File: src/rtl/aclk_areg_bank.sv
// Multi-slot BCD alarm register bank with a ring/snooze/stop sequencer.
// Slots are compared against the running time once per minute tick.
module aclk_areg_bank #(
    parameter int NUM_ALARMS = 4,
    parameter int IDX_W      = 2,
    parameter int SNOOZE_MIN = 5,
    parameter int MAX_SNOOZE = 3,
    parameter int RING_MIN   = 2
) (
    input  logic                  clk,
    input  logic                  reset,
    input  logic                  load_new_a,
    input  logic [IDX_W-1:0]      load_idx,
    input  logic [3:0]            new_alarm_ms_hr,
    input  logic [3:0]            new_alarm_ls_hr,
    input  logic [3:0]            new_alarm_ms_min,
    input  logic [3:0]            new_alarm_ls_min,
    input  logic                  en_we,
    input  logic                  en_val,
    input  logic [3:0]            cur_ms_hr,
    input  logic [3:0]            cur_ls_hr,
    input  logic [3:0]            cur_ms_min,
    input  logic [3:0]            cur_ls_min,
    input  logic                  min_tick,
    input  logic                  snooze,
    input  logic                  stop_alarm,
    input  logic [IDX_W-1:0]      rd_idx,
    output logic [3:0]            alarm_time_ms_hr,
    output logic [3:0]            alarm_time_ls_hr,
    output logic [3:0]            alarm_time_ms_min,
    output logic [3:0]            alarm_time_ls_min,
    output logic [NUM_ALARMS-1:0] alarm_en,
    output logic                  sound_alarm,
    output logic                  alarm_busy,
    output logic [IDX_W-1:0]      alarm_src,
    output logic [2:0]            snooze_left,
    output logic                  load_err
);

    typedef enum logic [1:0] {IDLE, RINGING, SNOOZED} state_t;

    localparam logic [2:0] MAX_L = 3'(MAX_SNOOZE);
    localparam logic [3:0] SNZ_L = 4'(SNOOZE_MIN);
    localparam logic [3:0] RNG_L = 4'(RING_MIN);

    state_t     state;
    logic [3:0] ring_cnt;
    logic [3:0] snz_cnt;

    logic [3:0] s_mh [NUM_ALARMS];
    logic [3:0] s_lh [NUM_ALARMS];
    logic [3:0] s_mm [NUM_ALARMS];
    logic [3:0] s_lm [NUM_ALARMS];

    logic             time_ok;
    logic             idx_ok;
    logic             load_ok;
    logic             hit;
    logic [IDX_W-1:0] hit_idx;
    logic             dis_src;

    always_comb begin
        time_ok = !((new_alarm_ms_hr > 4'd2) ||
                    (new_alarm_ls_hr > 4'd9) ||
                    (new_alarm_ms_hr == 4'd2 && new_alarm_ls_hr > 4'd3) ||
                    (new_alarm_ms_min > 4'd5) ||
                    (new_alarm_ls_min > 4'd9));
        idx_ok = 1'b0;
        for (int i = 0; i < NUM_ALARMS; i++) begin
            if (load_idx == IDX_W'(i)) idx_ok = 1'b1;
        end
        load_ok = time_ok && idx_ok;
        dis_src = en_we && !en_val && (load_idx == alarm_src);
    end

    // Descending scan so the lowest enabled matching slot wins.
    always_comb begin
        hit     = 1'b0;
        hit_idx = '0;
        for (int i = NUM_ALARMS - 1; i >= 0; i--) begin
            if (alarm_en[i] &&
                s_mh[i] == cur_ms_hr && s_lh[i] == cur_ls_hr &&
                s_mm[i] == cur_ms_min && s_lm[i] == cur_ls_min) begin
                hit     = 1'b1;
                hit_idx = IDX_W'(i);
            end
        end
    end

    always_comb begin
        alarm_time_ms_hr  = '0;
        alarm_time_ls_hr  = '0;
        alarm_time_ms_min = '0;
        alarm_time_ls_min = '0;
        for (int i = 0; i < NUM_ALARMS; i++) begin
            if (rd_idx == IDX_W'(i)) begin
                alarm_time_ms_hr  = s_mh[i];
                alarm_time_ls_hr  = s_lh[i];
                alarm_time_ms_min = s_mm[i];
                alarm_time_ls_min = s_lm[i];
            end
        end
    end

    always_ff @(posedge clk or negedge reset) begin
        if (!reset) begin
            for (int i = 0; i < NUM_ALARMS; i++) begin
                s_mh[i] <= '0;
                s_lh[i] <= '0;
                s_mm[i] <= '0;
                s_lm[i] <= '0;
            end
            alarm_en <= '0;
            load_err <= 1'b0;
        end else begin
            load_err <= load_new_a && !load_ok;
            for (int i = 0; i < NUM_ALARMS; i++) begin
                if (load_idx == IDX_W'(i)) begin
                    if (load_new_a && time_ok) begin
                        s_mh[i] <= new_alarm_ms_hr;
                        s_lh[i] <= new_alarm_ls_hr;
                        s_mm[i] <= new_alarm_ms_min;
                        s_lm[i] <= new_alarm_ls_min;
                    end
                    if (en_we) alarm_en[i] <= en_val;
                end
            end
        end
    end

    always_ff @(posedge clk or negedge reset) begin
        if (!reset) begin
            state       <= IDLE;
            sound_alarm <= 1'b0;
            alarm_busy  <= 1'b0;
            alarm_src   <= '0;
            snooze_left <= '0;
            ring_cnt    <= '0;
            snz_cnt     <= '0;
        end else begin
            unique case (state)
                IDLE: begin
                    if (min_tick && hit) begin
                        state       <= RINGING;
                        sound_alarm <= 1'b1;
                        alarm_busy  <= 1'b1;
                        alarm_src   <= hit_idx;
                        snooze_left <= MAX_L;
                        ring_cnt    <= '0;
                    end
                end
                RINGING: begin
                    if (stop_alarm || dis_src) begin
                        state       <= IDLE;
                        sound_alarm <= 1'b0;
                        alarm_busy  <= 1'b0;
                        snooze_left <= '0;
                    end else if (snooze && snooze_left != 3'd0) begin
                        state       <= SNOOZED;
                        sound_alarm <= 1'b0;
                        snz_cnt     <= SNZ_L;
                        snooze_left <= snooze_left - 3'd1;
                    end else if (min_tick) begin
                        if (ring_cnt + 4'd1 == RNG_L) begin
                            state       <= IDLE;
                            sound_alarm <= 1'b0;
                            alarm_busy  <= 1'b0;
                            snooze_left <= '0;
                        end else begin
                            ring_cnt <= ring_cnt + 4'd1;
                        end
                    end
                end
                SNOOZED: begin
                    if (stop_alarm || dis_src) begin
                        state       <= IDLE;
                        sound_alarm <= 1'b0;
                        alarm_busy  <= 1'b0;
                        snooze_left <= '0;
                    end else if (min_tick) begin
                        if (snz_cnt == 4'd1) begin
                            state       <= RINGING;
                            sound_alarm <= 1'b1;
                            ring_cnt    <= '0;
                        end else begin
                            snz_cnt <= snz_cnt - 4'd1;
                        end
                    end
                end
                default: begin
                    state       <= IDLE;
                    sound_alarm <= 1'b0;
                    alarm_busy  <= 1'b0;
                    snooze_left <= '0;
                end
            endcase
        end
    end

endmodule

File: config.mk
export PLATFORM = sky130hd
export DESIGN_NAME = aclk_areg_bank
export DESIGN_NICKNAME = d
export VERILOG_FILES = /design/src/rtl/aclk_areg_bank.sv
export SDC_FILE = /design/constraint.sdc
export NUM_CORES = 1
export LEC_CHECK = 0
export CAP_MARGIN = 10
export CORE_MARGIN = 8
export CORE_UTILIZATION = 50
export CTS_CLUSTER_SIZE = 20
export DETAILED_ROUTE_END_ITERATION = 16
export DONT_BUFFER_PORTS = 1
export GPL_TIMING_DRIVEN = 0
export HOLD_SLACK_MARGIN = 0.08
export SYNTH_ARGS = -nofsm -noshare
export SYNTH_HDL_FRONTEND = slang
export SYNTH_SLANG_ARGS = --single-unit
File: constraint.sdc
create_clock -name clk -period 2.7 [get_ports clk]
set_input_delay 0.27 -clock clk [delete_from_list [all_inputs] [get_ports clk]]
set_output_delay 0.27 -clock clk [all_outputs]
set_load 0.03 [all_outputs]
# ---- Word-level counts from Yosys, hierarchy flattened
# Cells that the tools add are included.
# W data, S select, Z words.
dict set report totals {
  wordCells 206
  in_bits 44
  regBits 86
  output_inout_bits 28
}
dict set report classes {
  n_mux 72
  order_cmp 5
  n_addsub 3
  reduce_logical 52
  n_eq_ne 46
}
# operator n
set ops {}
lappend ops {{$mux W4} 29}
lappend ops {{$eq A4 B4 Y1} 16}
lappend ops {{$logic_and A1 B1 Y1} 24}
lappend ops {{$mux W2} 12}
lappend ops {{$ne A2 B2 Y1 const B} 11}
lappend ops {{$mux W1} 19}
lappend ops {{$mux W3} 6}
lappend ops {{$reduce_and A2 Y1} 9}
lappend ops {{$ne A3 B3 Y1 const B} 5}
lappend ops {{$pmux W4 S3} 1}
lappend ops {{$eq A2 B2 Y1 const B} 5}
lappend ops {{$reduce_and A5 Y1} 2}
lappend ops {{$pmux W3 S3} 1}
lappend ops {{$reduce_and A9 Y1} 1}
lappend ops {{$eq A4 B2 Y1 const B} 2}
lappend ops {{$gt A4 B2 Y1 const B} 2}
lappend ops {{$gt A4 B4 Y1 const B} 2}
lappend ops {{$ne A4 B4 Y1 const B} 2}
lappend ops {{$pmux W4 S2} 1}
lappend ops {{$eq A2 B1 Y1 const B} 3}
lappend ops {{$logic_not A2 Y1} 3}
lappend ops {{$pmux W1 S3} 2}
lappend ops {{$pmux W2 S3} 1}
lappend ops {{$reduce_and A6 Y1} 1}
lappend ops {{11 further kinds} 18}

# ---- Logic depth before layout (Yosys ltp)
# Gate-level depths: netlist (run 1).
dict set report depth {
  word_depth 12
  mapped_depth 10
}

# ---- Worst setup path before layout (run 1)
# OpenSTA, ideal clock, no wires.
dict set report synth_path {
  kind {register -> register}
  start {register snooze_left[0]}
  end {register snz_cnt[3]}
  period_less_slack_ns 2.141
  n_path_buf 1
  slack_ns 0.559
  stages_incl_launch_ff 11
  arrival_ns 2.022
  required_time_ns 2.581
  cell_sequence {dfrtp_1 > inv_1 > ha_1 > inv_1 > o21ai_0 > or3_1 > buf_2 > a2bb2oi_4 > nand2_1 > xnor2_1 > and2_1}
}
dict set report synth_between {
  elab_chain_cells 4
}
# element line
set synth_rtl {}
lappend synth_rtl {{from (decl)} 36} ;# output logic [2:0] snooze_left,
lappend synth_rtl {{from (signal assigned)} 162} ;# snooze_left <= snooze_left - 3'd1;
lappend synth_rtl {{$reduce_bool A3 Y1} 158} ;# end else if (snooze && snooze_left != 3'd0) begin
lappend synth_rtl {{$logic_and A1 B1 Y1} 158}
lappend synth_rtl {{$ne A2 B2 Y1 (no line)} -}
lappend synth_rtl {{$reduce_and A6 Y1 (no line)} -}
lappend synth_rtl {{to (signal assigned)} 186} ;# snz_cnt <= snz_cnt - 4'd1;
lappend synth_rtl {{to (decl)} 48} ;# logic [3:0] snz_cnt;
# Every way passes these cells.
# A chain may end at the register's enable or synchronous reset.

# ---- Worst setup path after layout (run 1)
dict set report layout_path {
  start {input port rd_idx[1]}
  end {output port alarm_time_ls_min[1]}
}
dict set report layout_between {
  elab_chain_cells 5
  elab_cells_between_ends 8
}
# element line
set layout_rtl {}
lappend layout_rtl {{from (decl)} 27} ;# input logic [IDX_W-1:0] rd_idx,
lappend layout_rtl {{$logic_not A2 Y1} 96} ;# if (rd_idx == IDX_W'(i)) begin
lappend layout_rtl {{$mux W4 (3 in series)} 96}
lappend layout_rtl {{$mux W4 *} 96}
lappend layout_rtl {{to (decl)} 31} ;# output logic [3:0] alarm_time_ls_min,
# Every way passes the cells marked *; elsewhere a longest branch is shown, timed or not.

==> flow_summary.rst, run 1 <==
.. list-table::
   :header-rows: 1

   * - Metric
     - Value
   * - Final-report max-slew violation count
     - 0
   * - Leakage Power
     - 2.49 nW
   * - Pin slew with the least headroom to its limit
     - roughly 1 ns
   * - CP Launch Type
     - primary input
   * - Core region area
     - about 9600 um^2
   * - Number of nets produced by synthesis
     - around 460
   * - Detailed Routing Iterations Pass 1
     - 4
   * - Die height
     - approximately 110 um
   * - # resized after CTS
     - 0
   * - Arrival time at the worst endpoint
     - about 2.2 ns
   * - Most common cell in the netlist
     - dfrtp_1
   * - Vias per cell
     - ~5.7
   * - Post-synthesis to final-layout area growth
     - 12.3%
   * - Antenna Nets Post-Route
     - 0
   * - Setup CP Type
     - in -> out
   * - Most common flop cell mapped by yosys
     - dfrtp_1
   * - Post-layout nets
     - 485
   * - Final RePlAce weighted congestion
     - 0.818
   * - Antenna violations before repair
     - 0
   * - Design area
     - about 5500 um^2
   * - Setup violators final
     - 0
   * - Post-Route WL
     - between 10000 and 15000 um
   * - Worst setup slack before clock tree synthesis
     - -0.115 ns
   * - CTS Root Cell
     - clkbuf_8
   * - Run status
     - finished, final reports clean
   * - Number of cells traversed by the worst register-to-register path
     - 7
   * - Final hold viol count
     - 0
   * - Synth Area per Inst
     - roughly 12 um^2
   * - Number of flops mapped to enable cells by yosys
     - 0
   * - Unrepaired setup endpoints after global routing
     - false
   * - Pwr/cell area
     - approximately 560 nW/um^2
   * - DRC violations left
     - 0
   * - Combined area of all synthesized cells
     - approximately 4900 um^2
   * - Worst setup EP type
     - output port
   * - Register bit total from synthesis
     - 86
   * - Hold WC Path Type
     - in -> reg
   * - Effective utilization at floorplan
     - 0.506
   * - Highest clock frequency the design can meet
     - approximately 400 MHz
   * - Clock period minus final worst setup slack
     - 2.49 ns
   * - Die footprint
     - 13200 um^2
   * - Post-layout worst setup margin
     - between 0.2 and 0.25 ns
   * - Startpoint of the most critical register-to-register path
     - s_mm[10]
   * - Filler-free cell count of the finished design
     - 573
   * - Clk_lat worst skew
     - ~0.36 ns
   * - Instance count of the mapped netlist
     - approximately 400
   * - Setup TNS Final
     - 0 ns
   * - Period utilisation layout
     - 0.924
   * - Largest net degree at the start of global routing
     - 87
   * - DRC violation total after the first TritonRoute iteration
     - roughly 220
   * - Maximum vdd ir drop
     - roughly 0.34 mV
   * - Antenna diodes
     - 0
   * - Buffers from clock root to sink, at most
     - 2
   * - Number of max-capacitance violations reported
     - 0
   * - All-layer global routing usage
     - 0.195
   * - Vias after detailed routing
     - between 3000 and 4000
   * - Capture point of the worst path
     - alarm_time_ls_min[1]
   * - Proportion of synthesized chip area in sequential cells
     - 0.441
   * - Total clock sinks
     - 86
   * - Required time at the endpoint of the critical path
     - about 2.4 ns
   * - Most frequent cells after synthesis
     - 86 x dfrtp_1, 42 x mux2_2, 33 x xnor2_1, 33 x xor2_1, 28 x nand2_1
   * - Post-detailed-placement cell area
     - 5050 um^2
   * - Detail-routed net length per standard cell
     - ~21 um
   * - Worst Setup SP
     - rd_idx[1]
   * - Total overflow reported by the global router
     - 0
   * - CTS tree
     - yes
   * - Ratio of cells with drive above 1 in the final layout
     - 0.223
   * - Count of synthesis-stage warnings from yosys
     - 0
   * - Number of distinct library cells after synthesis
     - 56
   * - Leading post-synthesis cells by cell area
     - dfrtp_1 44%, mux2_2 9.7%, mux4_2 7.4%, xnor2_1 5.9%, xor2_1 5.9%
   * - Share of flip-flops with an asynchronous set or reset
     - 1.00
   * - Via count of the first global-routing pass
     - between 3000 and 4000
   * - Fraction of the core area covered by cells at the end of the flow
     - 0.569
   * - Number of H-tree levels
     - 3
   * - Site row count
     - 36
   * - Worst slew slack as a fraction of its limit
     - 0.318
   * - I/O pin total
     - a little over 70
   * - Number of CTS-inserted buffers
     - 9
   * - Sum of net half-perimeters after detailed placement
     - 8890 um
   * - Fraction of post-synthesis cell area in the top cell type by area
     - 0.441
   * - Clock-pin slew reported for the worst setup and hold paths after clock tree synthesis
     - roughly 0.080 ns
   * - First-pass GRT wire length
     - 19100 um
   * - Reg2Reg Capture Point
     - snooze_left[2]
   * - Worst Skew
     - approximately 0.0075 ns
   * - Number of buffer cells added on primary ports
     - 0
   * - Largest fanout on the critical path
     - 10
   * - R2r setup slk
     - around 0.22 ns
   * - Chip Width
     - 115 um
   * - Largest area contributor in the netlist
     - dfrtp_1
   * - DP Cell Count
     - about 540
-- worst max-delay path, stage by stage --
cell,delay (ns)
clkbuf_1,0.54
buf_1,0.69
mux4_2,0.72
-- layout make-up --
class | instances | area, um^2
Buffer | 14 | 82.6
Clock buffer | 13 | 169
Clock inverter | 3 | 65.1
Fill cell | 831 | 4160
Inverter | 12 | 45.0
Multi-Input combinational cell | 294 | 2600
Sequential cell | 86 | 2150
Tap cell | 133 | 166
Timing Repair Buffer | 18 | 198
-- worst min-delay path by stage --
stage,to,cells after the start,slack (ns),startpoint
after floorplan,alarm_busy,0,-0.03,reset
after global placement,snz_cnt[1],0,-0.02,reset
after detailed placement,snz_cnt[1],0,-0.02,reset
after CTS,alarm_en[0],2,0.11,en_we
after global routing,alarm_en[3],2,0.12,en_we
final,alarm_en[0],2,0.13,en_we
-- report_power, final --
group          switching [mW]  internal [mW]  total [mW]
combinational           0.246          0.229       0.475
clock                   0.464          0.597        1.06
sequential              0.147           1.39        1.53
total                   0.857           2.21        3.07
-- through the flow --
stage	total power, mW	hold slack (ns)
detailed placement	1.98	-0.0204
CTS	3.10	0.114
floorplan	1.87	-0.0256
global placement	1.97	-0.0206
finish	3.07	0.127
global route	3.20	0.115
-- layer usage --
| layer | vias up | share of wire | GRT usage |
|---|---|---|---|
| met1 | 1633 | 0.42 | 0.236 |
| met2 | 85 | 0.50 | 0.323 |
| met5 | - | 0 | 0 |
| li1 | 1515 | - | - |
| met4 | 0 | 0.021 | 0.0762 |
| met3 | 16 | 0.063 | 0.0557 |
-- kinds of logic after synthesis --
family                   after synthesis  synth area share
flip-flops                            86             0.441
AND/OR/NAND/NOR                      107             0.126
AO/OA/AOI/OAI                         40            0.0630
XOR/XNOR                              67             0.122
adder cells (fa/ha/maj)                6            0.0154
buffers and inverters                 26            0.0261
multiplexers                          74             0.207
-- cell usage in the layout (no fill, tap or decap), drive strengths merged, types with 6 or more instances in the layout --
cell,count
mux4,16
buf,11
mux2,57
nor3,8
ha,6
xor2,34
inv,12
o21ai,8
a21oi,8
dlygate4sd3,17
nor4,12
nand3,12
nand2,28
xnor2,33
dfrtp,86
nor2,11
nor2b,10
clkbuf,17
-- flip-flops by register name (all words and copies together), names as in the netlist --
name         cells
alarm_busy       1
alarm_en         4
alarm_src        2
load_err         1
ring_cnt         4
s_lh            16
s_lm            16
s_mh            16
s_mm            16
snooze_left      3
snz_cnt          4
sound_alarm      1
state            2
-- what timing repair did --
action	CTS	global route
hold endpoints to repair	145	0
endpoints found under the setup margin	0	0
hold buffers	18	0
setup buffers	0	0
(Power assumes the default switching activity.)
==> run 2, diff against run 1 <==
Settings changed: TNS_END_PERCENT from default to 1.
==> results of run 2 <==
The final DEF is identical to that of run 1; final timing and power are the same.
==> RTL change, RTL diff (config.mk and constraints of run 2) <==
`NUM_ALARMS`: 4 -> 2.
--- a/src/rtl/aclk_areg_bank.sv
+++ b/src/rtl/aclk_areg_bank.sv
@@ -3,3 +3,3 @@
 module aclk_areg_bank #(
-    parameter int NUM_ALARMS = 4,
+    parameter int NUM_ALARMS = 2,
     parameter int IDX_W      = 2,
Interface: changed (resized alarm_en); port bits go from 72 to 70. No check against the original RTL was run, so the function may have changed too.
==> RTL change against run 2 <==
Sequential cell count down 35; total power down 48%; cell count down 35%; setup slack better by 0.15 ns; worst hold slack worse by 0.033 ns; via count down 35%; design area down 41%; area after synthesis down 38%; routed wire length down 38%; critical path type is now reg2reg; largest cell class unchanged; largest power group unchanged.
==> RTL change: results (changes against run 2) <==
status=finished clean (unchanged); Post-Synth XOR/XNOR Area=10.12% (was 12.17%); n_diodes=0 (unchanged); Cells after DPL=360 (was 539); switching share of total power=30.15% (was 27.94%); GRT Overall Usage=17.62% (was 19.51%); FF-to-FF path depth=6 (was 7); CTS clk-pin slew, worst paths=0.10 ns (was 0.08 ns); number of global-route vias before repair=2249 (was 3389); crit path max fanout=7 (was 10); CTS buffer count=5 (was 9); post-synthesis sequential area ratio=42.11% (was 44.08%); vias per inst=5.741 (was 5.670); Cell Count, Final, Fillers Out=370 (was 573); drt first pass iters=4 (unchanged); initial drt markers=103 (was 223); first-pass GRT wire length=11.99 mm (was 19.14 mm); initial antenna violation count=0 (unchanged); CP top delay family=simple AND/OR/NAND/NOR gates (was buffers and inverters); # fillers=524 (was 831); layout cell share with drive strength beyond 1=15.59% (was 22.27%); asr flop ratio synth=100.0% (unchanged); synth top area cells=dfrtp_1, xnor2_1, mux2_2, mux2i_1, mux2_4 (was dfrtp_1, mux2_2, mux4_2, xnor2_1, xor2_1); WHS Path Cells=1 (was 2); Final Skew=0.006228 ns (was 0.007504 ns); wl on met1=3.131 mm (was 5.086 mm); leakage=1.433 nW (was 2.493 nW); clk_lat worst skew=0.31 ns (was 0.36 ns); metal3 WL=582 um (was 766 um); top sig layer=met4 (unchanged); compound-gate portion of the synthesized area=8.258% (was 6.304%); largest net degree at the start of global routing=52 (was 87); gpl congestion=0.7982 (was 0.8184); WL met2=3.644 mm (was 6.027 mm); Cells after Synth=285 (was 406); CP max stage delay=0.66 ns (was 0.72 ns); Clock Tree Buf Depth=2 (unchanged); # port buffers=0 (unchanged); pre-CTS WS=0.3816 ns (was -0.1150 ns); WL/cell=20.19 um (was 21.18 um); DP Wirelength=5.587 mm (was 8.891 mm); hold path endpoint=load_err$_DFF_PN0_ (was alarm_en[0]$_DFFE_PN0P_); Relative slew margins=43.64% (was 31.83%); Syn Nets=335 (was 456); most common library cells after synthesis=dfrtp_1, xnor2_1, nor2_1 (was dfrtp_1, mux2_2, xnor2_1, xor2_1, nand2_1); R2R Path End=snooze_left[0]$_DFFE_PN0P_ (was snooze_left[2]$_DFFE_PN0P_); worst endpoint data arrival time=2.54 ns (was 2.22 ns); mux cell area share after synthesis=16.56% (was 20.73%); Pins Over Slew Limit=0 (unchanged); min-delay src=load_new_a (was en_we); R2R Setup Slk=0.36 ns (was 0.22 ns); yosys warns=0 (unchanged); H-tree levels=2 (was 3); CP max stage cell=or4b_2 (was mux4_2); synth unique cells=55 (was 56); postcts setup bufs=0 (unchanged); adder-cell share of the synthesized area=2.477% (was 1.538%); worst reg2reg startpoint=ring_cnt[0]$_DFFE_PN0P_ (was s_mm[10]$_DFFE_PN0P_); Peak VDD IR=0.2669 mV (was 0.3437 mV)
==> RTL change: changes by cell type after synthesis, sizes merged, moves of 4 or more <==
| cell | delta |
|---|---|
| mux4 | -16 |
| nor2 | +13 |
| inv | -4 |
| dfrtp | -35 |
| mux2i | +15 |
| nor4 | -10 |
| mux2 | -29 |
| nand2 | -19 |
| xor2 | -29 |
==> RTL change: what timing repair did <==
action | 4_1_cts | 5_1_grt
hold buffers | 2 | 0
gates resized for setup | 0 | 0
hold endpoints to repair | 51 | 0
==> RTL change: power by group through the flow <==
stage	clock network (mW)	logic (mW)	registers (mW)
after global routing	0.497	0.292	0.914
after detailed placement	0	0.239	0.922
after floorplan	0	0.202	0.902
final	0.444	0.260	0.905
after global placement	0	0.236	0.920
after CTS	0.459	0.263	0.906
==> RTL change: how the worst max path moves through the flow <==
| stage | from | to | slack [ns] | depth (start not counted) |
|---|---|---|---|---|
| 2_1_floorplan | ring_cnt[0]$_DFFE_PN0P_ | alarm_busy$_DFFE_PN0P_ | 0.60 | 6 |
| 3_3_place_gp | rd_idx[0] | alarm_time_ms_min[2] | 0.38 | 4 |
| 3_5_place_dp | rd_idx[0] | alarm_time_ms_min[2] | 0.38 | 4 |
| 4_1_cts | ring_cnt[0]$_DFFE_PN0P_ | snooze_left[0]$_DFFE_PN0P_ | 0.36 | 6 |
| 5_1_grt | ring_cnt[0]$_DFFE_PN0P_ | snooze_left[0]$_DFFE_PN0P_ | 0.20 | 6 |
| 6_report | ring_cnt[0]$_DFFE_PN0P_ | snooze_left[0]$_DFFE_PN0P_ | 0.36 | 6 |
==> RTL change: cell type report <==
cell class                 count  area share (%)
multi-input combinational    214           50.56
sequential                    51           39.31
tap                           75           2.890
buffer                        12           2.543
clock buffer                   6           2.235
timing repair buffer           2           1.156
inverter                       8          0.9249
clock inverter                 2          0.3854
==> RTL change: metrics by stage <==
step | power, mW | hold slack, ns | utilization, % | cell area (um^2)
floorplan | 1.103 | -0.02559 | - | 3030
CTS | 1.629 | 0.09021 | 55.17 | 3247
detailed placement | 1.161 | -0.02338 | 53.08 | 3124
global route | 1.703 | 0.08137 | 55.17 | 3247
finish | 1.609 | 0.09491 | 55.17 | 3247
global placement | 1.156 | -0.02358 | 53.08 | 3124
==> RTL change: logic make-up (layout without fill, tap and decap cells) <==
kind of cell | Yosys count | count (layout)
compound gates | 36 | 36
buf+inv | 20 | 30
flops | 51 | 51
other cells | 1 | 1
simple gates | 92 | 92
mux | 44 | 44
fa+ha+maj | 6 | 6
xor+xnor | 35 | 35
==> RTL change: per-layer routing <==
layer  track usage, %  vias to the layer above
met5                0                        -
li1                 -                     1026
met1            20.77                     1033
met3            6.715                        9
met2            29.17                       56
met4            4.756                        0
